File: config.mk
export PLATFORM = sky130hd
export DESIGN_NAME = fifo_ctrl
export DESIGN_NICKNAME = d
export VERILOG_FILES = /design/src/rtl/fifo_pkg.sv /design/src/rtl/fifo_ptr.sv /design/src/rtl/fifo_ctrl.sv
export SDC_FILE = /design/constraint.sdc
export NUM_CORES = 1
export LEC_CHECK = 0
export ABC_CLOCK_PERIOD_IN_PS = 6400
export CORE_MARGIN = 2
export CORE_UTILIZATION = 52
export DETAILED_ROUTE_END_ITERATION = 12
export GPL_ROUTABILITY_DRIVEN = 1
export PLACE_DENSITY = 0.81
export SYNTH_ARGS = -nofsm -noshare
export SYNTH_HDL_FRONTEND = slang
export SYNTH_SLANG_ARGS = --single-unit
File: constraint.sdc
create_clock -name clk -period 6.4 [get_ports clk]
set_clock_uncertainty 0.05 [all_clocks]
set_input_delay 1.6 -clock clk [delete_from_list [all_inputs] [get_ports clk]]
set_output_delay 1.6 -clock clk [all_outputs]
set_load 0.02 [all_outputs]
File: src/rtl/fifo_pkg.sv
// Shared constants and FSM encoding for the FIFO controller, memory and transaction layer.
package fifo_pkg;

    localparam int ADDR_WIDTH = 3;
    localparam int DEPTH      = 2 ** ADDR_WIDTH;
    localparam int AF_DEF     = 6;
    localparam int AE_DEF     = 1;

    typedef enum logic [2:0] {
        ST_RESET  = 3'd0,
        ST_INIT   = 3'd1,
        ST_IDLE   = 3'd2,
        ST_ACTIVE = 3'd3,
        ST_ERROR  = 3'd4
    } fifo_state_e;

endpackage

File: src/rtl/fifo_ptr.sv
// Wrapping address pointer: post-increments on inc, synchronous clear on clr.
module fifo_ptr #(
    parameter int W = 3
) (
    input  logic         clk,
    input  logic         reset,
    input  logic         clr,
    input  logic         inc,
    output logic [W-1:0] ptr
);

    logic [W-1:0] ptr_reg;

    // Wrap from all-ones back to zero comes from natural W-bit overflow.
    always_ff @(posedge clk or posedge reset) begin
        if (reset) begin
            ptr_reg <= '0;
        end else if (clr) begin
            ptr_reg <= '0;
        end else if (inc) begin
            ptr_reg <= ptr_reg + W'(1);
        end
    end

    assign ptr = ptr_reg;

endmodule

File: src/rtl/fifo_ctrl.sv
// Pointer/flag controller for the 8x10 FIFO memory with threshold-programming FSM.
// FIFO_CTRL_ERR_STICKY_EN: when defined, overflow/underflow latches the ERROR state until init.
module fifo_ctrl
    import fifo_pkg::*;
#(
    parameter int ADDR_WIDTH = fifo_pkg::ADDR_WIDTH,
    parameter int AF_DEF     = fifo_pkg::AF_DEF,
    parameter int AE_DEF     = fifo_pkg::AE_DEF
) (
    input  logic                  clk,
    input  logic                  reset,
    input  logic                  init,
    input  logic [ADDR_WIDTH:0]   umbral_alto,
    input  logic [ADDR_WIDTH:0]   umbral_bajo,
    input  logic                  push,
    input  logic                  pop,
    output logic                  wr_en,
    output logic                  rd_en,
    output logic [ADDR_WIDTH-1:0] wr_ptr,
    output logic [ADDR_WIDTH-1:0] rd_ptr,
    output logic [ADDR_WIDTH:0]   count,
    output logic                  full,
    output logic                  empty,
    output logic                  almost_full,
    output logic                  almost_empty,
    output logic                  error,
    output logic [2:0]            state
);

    localparam logic [ADDR_WIDTH:0] DEPTH_C = (ADDR_WIDTH + 1)'(2 ** ADDR_WIDTH);
    localparam logic [ADDR_WIDTH:0] ZERO_C  = '0;

    fifo_state_e           state_reg, state_next;
    logic [ADDR_WIDTH:0]   count_reg, count_next;
    logic [ADDR_WIDTH:0]   af_thr_reg, af_thr_next;
    logic [ADDR_WIDTH:0]   ae_thr_reg, ae_thr_next;
    logic                  err_reg, err_next;
    logic                  ptr_clr;
    logic                  push_ok, pop_ok, overflow, underflow;

    always_ff @(posedge clk or posedge reset) begin
        if (reset) begin
            state_reg  <= ST_RESET;
            count_reg  <= '0;
            af_thr_reg <= (ADDR_WIDTH + 1)'(AF_DEF);
            ae_thr_reg <= (ADDR_WIDTH + 1)'(AE_DEF);
            err_reg    <= 1'b0;
        end else begin
            state_reg  <= state_next;
            count_reg  <= count_next;
            af_thr_reg <= af_thr_next;
            ae_thr_reg <= ae_thr_next;
            err_reg    <= err_next;
        end
    end

    assign full         = (count_reg == DEPTH_C);
    assign empty        = (count_reg == ZERO_C);
    assign almost_full  = (count_reg >= af_thr_reg);
    assign almost_empty = (count_reg <= ae_thr_reg);
    assign push_ok      = push & ~full;
    assign pop_ok       = pop & ~empty;
    assign overflow     = push & full;
    assign underflow    = pop & empty;

    always_comb begin
        state_next  = state_reg;
        count_next  = count_reg;
        af_thr_next = af_thr_reg;
        ae_thr_next = ae_thr_reg;
        err_next    = 1'b0;
        wr_en       = 1'b0;
        rd_en       = 1'b0;
        ptr_clr     = 1'b0;
        case (state_reg)
            ST_RESET: state_next = ST_INIT;
            ST_INIT: begin
                if (init) begin
                    ptr_clr     = 1'b1;
                    count_next  = '0;
                    af_thr_next = umbral_alto;
                    ae_thr_next = umbral_bajo;
                end else begin
                    state_next = ST_IDLE;
                end
            end
            ST_IDLE, ST_ACTIVE: begin
                if (init) begin
                    // Contents are discarded simply by clearing both pointers.
                    state_next = ST_INIT;
                    ptr_clr    = 1'b1;
                    count_next = '0;
                end else begin
                    wr_en      = push_ok;
                    rd_en      = pop_ok;
                    count_next = count_reg + {{ADDR_WIDTH{1'b0}}, push_ok}
                                           - {{ADDR_WIDTH{1'b0}}, pop_ok};
                    state_next = (count_next != ZERO_C) ? ST_ACTIVE : ST_IDLE;
`ifdef FIFO_CTRL_ERR_STICKY_EN
                    if (overflow | underflow) begin
                        state_next = ST_ERROR;
                        err_next   = 1'b1;
                    end
`else
                    err_next = overflow | underflow;
`endif
                end
            end
            ST_ERROR: begin
                if (init) begin
                    state_next = ST_INIT;
                    ptr_clr    = 1'b1;
                    count_next = '0;
                end else begin
                    err_next = 1'b1;
                end
            end
            default: state_next = ST_RESET;
        endcase
    end

    fifo_ptr #(.W(ADDR_WIDTH)) u_wr_ptr (
        .clk   (clk),
        .reset (reset),
        .clr   (ptr_clr),
        .inc   (wr_en),
        .ptr   (wr_ptr)
    );

    fifo_ptr #(.W(ADDR_WIDTH)) u_rd_ptr (
        .clk   (clk),
        .reset (reset),
        .clr   (ptr_clr),
        .inc   (rd_en),
        .ptr   (rd_ptr)
    );

    assign count = count_reg;
    assign error = err_reg;
    assign state = state_reg;

endmodule
Yosys cells after proc, flatten, opt, wreduce, memory -nomap -nowiden --
Index checks and enable logic that the tools add are counted.
Word-level totals: register bits after elaboration 22, bits of input ports 13, logic and storage cells 61, output and inout bits 20
Operators by class: magnitude comparators 2, eq/ne operators 8, reduce and logical (&&, ||, !) cells 12, muxes and demuxes 21, bitwise logic cells 7, add/subtract/negate cells 4
Operators with widths (number):
- $mux W3 | 6
- $pmux W3 S4 | 1
- $mux W1 | 9
- $mux W4 | 2
- $pmux W4 S2 | 1
- $add A3 B1 Y3 const B | 2
- $eq A3 B2 Y1 const B | 2
- $reduce_and A2 Y1 | 3
- $reduce_bool A2 Y1 | 3
- $add A4 B1 Y4 | 1
- $and A1 B1 Y1 | 4
- $eq A4 B4 Y1 const B | 1
- $ge A4 B4 Y1 | 1
- $le A4 B4 Y1 | 1
- $logic_not A4 Y1 | 1
- $ne A2 B2 Y1 const B | 2
- $reduce_bool A4 Y1 | 1
- $reduce_or A2 Y1 | 2
- $reduce_or A4 Y1 | 1
- $sub A4 B1 Y4 | 1
- $eq A3 B1 Y1 const B | 1
- $eq A3 B3 Y1 const B | 1
- $logic_not A3 Y1 | 1
- $mux W2 | 1
- other kinds (4) | 5

Longest topological paths before layout --
depth after elaboration 9, gate-level depth with buffers 13, mapped depth without buffers 13

Modules after synthesis --
From an unflattened synthesis, not the netlist that was laid out.
Unflattened totals: cells, all modules 121, area total of the unflattened synthesis 1272.5 um^2
Modules (own cells, without submodules):
- fifo_ctrl | instances 1, area each 992.2 um^2, cells an instance 97, seq. area each 379.1 um^2
- fifo_ptr | instances 2, area each 140.1 um^2, cells an instance 12, seq. area each 75.1 um^2

Worst setup path after synthesis --
No wires, ideal clock.
path kind input-to-output, start point in init, end point out wr_en, arrival 2129 ps, data required time 4750 ps, slack 2621 ps, stages 3, path buffers 1, path through and2b_2 and3_1 buf_6
On the way: cells in the longest elaborated chain, start to end 2
RTL lines:
- start: declaration | RTL line fifo_ctrl.sv:12 | input logic init,
- $mux W1 | RTL line fifo_ctrl.sv:88 | if (init) begin
- $mux W1 | RTL line fifo_ctrl.sv:75 | case (state_reg)
- end: declaration | RTL line fifo_ctrl.sv:17 | output logic wr_en,
Every way passes these cells.

Final worst setup path --
Same ends and word-level chain as after synthesis.

==> run summary <==
The timing-limited maximum frequency came out at 0.200 GHz. The TritonCTS buffer count came out at 3. The initial antenna violation count is 0. TritonCTS built the clock tree. The part of the Yosys area used for sequential elements is 0.402. The dominant synthesized flop cell is sky130_fd_sc_hd__dfrtp_1.

The endpoint type of the worst setup path is an output pin. The minimum clock period after layout is roughly 5.0 ns. Post-CTS repair changed the size of 0 cells. The area of combinational cells with multiple inputs came out at between 600 and 700 sq um. The count of max-cap constraint violations is 0. Setup violations remaining at the end of the flow were counted as 0. In this run, synthesis produced a sequential element count of 21.

After the first detailed-routing iteration, the DRC count stood at 7. The proportion of synthesized flip-flops having asynchronous set or reset is 1.00. The share of the core filled with cells in the final layout is 0.683. The placed instances occupy a cell area of roughly 0.0016 sq mm. After synthesis, the most frequently instantiated cells are 18 x sky130_fd_sc_hd__dfrtp_1, 17 x sky130_fd_sc_hd__inv_1, 16 x sky130_fd_sc_hd__ha_1, 9 x sky130_fd_sc_hd__nand2_1. The number of global-route vias before repair is slightly below 900.

The final antenna diode count is 0. The share of the synthesized area in compound gates (AO/OA/AOI/OAI) came out at 0.0884. By area, the combinational part of the netlist is dominated by adder cells. The total via count after detailed routing came out at approximately 950.

The vertical die dimension is about 54 um. The share of the cycle needed by the critical path after routing came out at 0.783. The critical-path maximum fanout is 7. The data required time at the worst endpoint is 4.75 ns. Setup repair after global routing left no endpoint under its margin. The routed design has 2.38 mm of wire. The clock transition at the registers of the reported paths came out at between 0.1 and 0.15 ns. The number of synthesized flops with an enable pin is 0. The later pin in the worst-skew pair is clocked with a latency of around 0.3 ns. The mean area per synthesized cell came out at between 10 and 15 sq um. The aggregate global-route resource usage is 0.178. The die area is roughly 0.0029 sq mm.

The worst relative slew slack came out at 0.468. The synthesized area came out at approximately 0.0013 sq mm. The count of final max-slew check failures is 0. The standard cell core area is roughly 0.0024 sq mm. The total negative slack came out at 0 ns. The area growth from synthesis to final layout came out at 26.1%. The count of endpoints failing hold in the final timing report is 0. Hold is met by about 0.44 ns. The number of buffers added to fix hold violations after cts came out at 0. For the pin with the worst max-slew slack, the measured transition is about 0.80 ns. 33 I/O pins were placed. The row count is 18. At the end of routability-driven placement, the weighted congestion stood at just under 0.8. The startpoint class of the critical path is an input pin. The final instance area came out at ~0.0017 sq mm.

Yosys attributes the largest share of cell area to sky130_fd_sc_hd__dfrtp_1 34%, sky130_fd_sc_hd__ha_1 15%, sky130_fd_sc_hd__mux2_2 6.8%. The total power consumption of the routed design is about 0.73 mW. After filler insertion, the fill cell instance count of the layout stands at 195. The flow ran to the end, and the final reports show no timing, DRC or antenna violations.

The adder-cell share of the synthesized area came out at 0.167. After synthesis, the share of cell area in mux cells is 0.0837. For this run, design rule violations remaining after detail routing come to 0. After detailed routing, the average wire length per cell comes to roughly 13 um. Once detail routing completed, the nets flagged for antenna violations numbered 0. The register area came out at 529 sq um.

The clock passes through at most 2 buffers. The largest area contributor in the netlist is sky130_fd_sc_hd__dfrtp_1. The power density over cell area is approximately 440 mW/mm^2.

The number of nets in the synthesized netlist is 155. The fraction of final layout cells with drive strength greater than 1 came out at 0.140. The largest voltage drop on the vdd net came out at around 0.00024 V. The most common cell in the synthesized netlist is sky130_fd_sc_hd__dfrtp_1. CTS built an H-tree with a depth of 1. The quantity of I/O buffers inserted on ports came out at 31. The xor/xnor share of the synthesized area is 0.0323. The die boundary width is 54.3 um.

The simple logic cell fraction of the synthesized area is 0.152. The gate count after technology mapping is 125. The number of sinks handled by clock tree synthesis is 21. In this run the static leakage power is roughly 0.80 nW. The initial core utilization is 0.541. The worst hold path belongs to the class flop to flop. The global route total overflow is 0. The wire length of the first global-routing pass is between 3 and 4 mm. For the worst setup path, the data arrival time is 3.36 ns. The count of warnings emitted by yosys came out at 0. The via density per instance came out at 5.07. The number of nets in the finished design is approximately 190.

The share of the synthesized area in the top cell type came out at 0.342. By startpoint and endpoint, the worst setup path is classified as input pin to output pin. The largest net degree at the start of global routing came out at 22. The total iterations of the first detailed-routing run is 3. CTS placed an instance of sky130_fd_sc_hd__clkbuf_4 at the clock tree root. Buffers added to address setup during post-CTS repair amount to 0. The half-perimeter wire length of the detailed placement result is ~1.9 mm. The synthesized netlist contains 37 unique library cells.
==> power breakdown <==
part / total [mW] / switching, mW / internal (mW)
Sequential: 0.228 / 0.0435 / 0.184
Clock: 0.0637 / 0.0394 / 0.0243
Combinational: 0.436 / 0.210 / 0.226
Total: 0.728 / 0.293 / 0.435
==> path summary, 6_finish.rpt <==
path                                             start                           to  slack, ns  cells after the start
hold / removal             u_wr_ptr.ptr[2]$_DFFE_PP0P_  u_wr_ptr.ptr[2]$_DFFE_PP0P_       0.44                      1
min in group asynchronous                        reset  u_rd_ptr.ptr[0]$_DFFE_PP0P_       1.69                      2
hold reg to reg            u_wr_ptr.ptr[2]$_DFFE_PP0P_  u_wr_ptr.ptr[2]$_DFFE_PP0P_       0.44                      1
setup reg to reg                  count[2]$_DFFE_PP0P_         state[0]$_DFFE_PP0N_       3.29                     13
max in group asynchronous                        reset         state[1]$_DFFE_PP0N_       4.12                      2
setup / recovery                                  init                        wr_en       1.39                      4
==> cells by family (layout without fill, tap and decap cells) <==
logic type | Yosys count | in the layout
flops | 21 | 21
xor+xnor | 4 | 4
compound gates | 18 | 18
fa+ha+maj | 17 | 17
simple gates | 34 | 34
mux | 10 | 10
buf+inv | 20 | 52
other cells | 1 | 1
==> through the flow <==
stage / worst slack (ns) / std cells
4_1_cts: 1.38 / 187
6_report: 1.39 / 187
3_3_place_gp: 1.42 / 183
5_1_grt: 1.29 / 187
2_1_floorplan: 2.62 / 125
3_5_place_dp: 1.38 / 183
==> metal layers <==
| metal | share of wire | track usage | up-vias |
|---|---|---|---|
| li1 | - | - | 479 |
| met1 | 0.47 | 0.232 | 447 |
| met5 | 0 | 0 | - |
| met4 | 0.021 | 0.0625 | 0 |
| met3 | 0.017 | 0.0164 | 6 |
| met2 | 0.49 | 0.305 | 17 |
==> cells in the final DEF (no fill, tap or decap) <==
cell / n
sky130_fd_sc_hd__and3_4: 1
sky130_fd_sc_hd__xor2_1: 1
sky130_fd_sc_hd__nor3b_1: 1
sky130_fd_sc_hd__a21oi_1: 2
sky130_fd_sc_hd__nor2b_1: 2
sky130_fd_sc_hd__xnor2_2: 1
sky130_fd_sc_hd__mux2i_1: 2
sky130_fd_sc_hd__a21o_1: 3
sky130_fd_sc_hd__dfstp_2: 3
sky130_fd_sc_hd__mux2_2: 8
sky130_fd_sc_hd__a211oi_1: 1
sky130_fd_sc_hd__clkbuf_1: 1
sky130_fd_sc_hd__nand2b_1: 3
sky130_fd_sc_hd__inv_1: 17
sky130_fd_sc_hd__nand4b_1: 1
sky130_fd_sc_hd__and2b_2: 1
sky130_fd_sc_hd__o32ai_1: 1
sky130_fd_sc_hd__ha_1: 16
sky130_fd_sc_hd__dfrtp_1: 18
sky130_fd_sc_hd__and4_2: 1
sky130_fd_sc_hd__a22oi_1: 1
sky130_fd_sc_hd__and2_2: 1
sky130_fd_sc_hd__clkdlybuf4s50_1: 31
sky130_fd_sc_hd__nand2_1: 9
sky130_fd_sc_hd__conb_1: 1
sky130_fd_sc_hd__o21ba_2: 1
sky130_fd_sc_hd__or3b_4: 1
sky130_fd_sc_hd__o21a_1: 2
sky130_fd_sc_hd__clkbuf_4: 3
sky130_fd_sc_hd__nand2_4: 1
sky130_fd_sc_hd__nand4_1: 1
sky130_fd_sc_hd__xnor2_1: 2
sky130_fd_sc_hd__o21ai_0: 7
sky130_fd_sc_hd__nor2_1: 8
sky130_fd_sc_hd__or3b_1: 1
sky130_fd_sc_hd__fa_1: 1
sky130_fd_sc_hd__and3_1: 1
sky130_fd_sc_hd__nand3b_1: 1
==> worst max-delay path, stage by stage <==
cell	delay, ns
sky130_fd_sc_hd__clkdlybuf4s50_1	0.49
sky130_fd_sc_hd__and2b_2	0.30
sky130_fd_sc_hd__and3_1	0.31
sky130_fd_sc_hd__clkdlybuf4s50_1	0.65
==> final cells by class <==
cell class,count,share of cell area
Clock buffer,4,0.0158
Inverter,17,0.0384
Multi-Input combinational cell,84,0.417
Sequential cell,21,0.319
Tap cell,30,0.0226
Timing Repair Buffer,31,0.187
(Power assumes the default switching activity.)
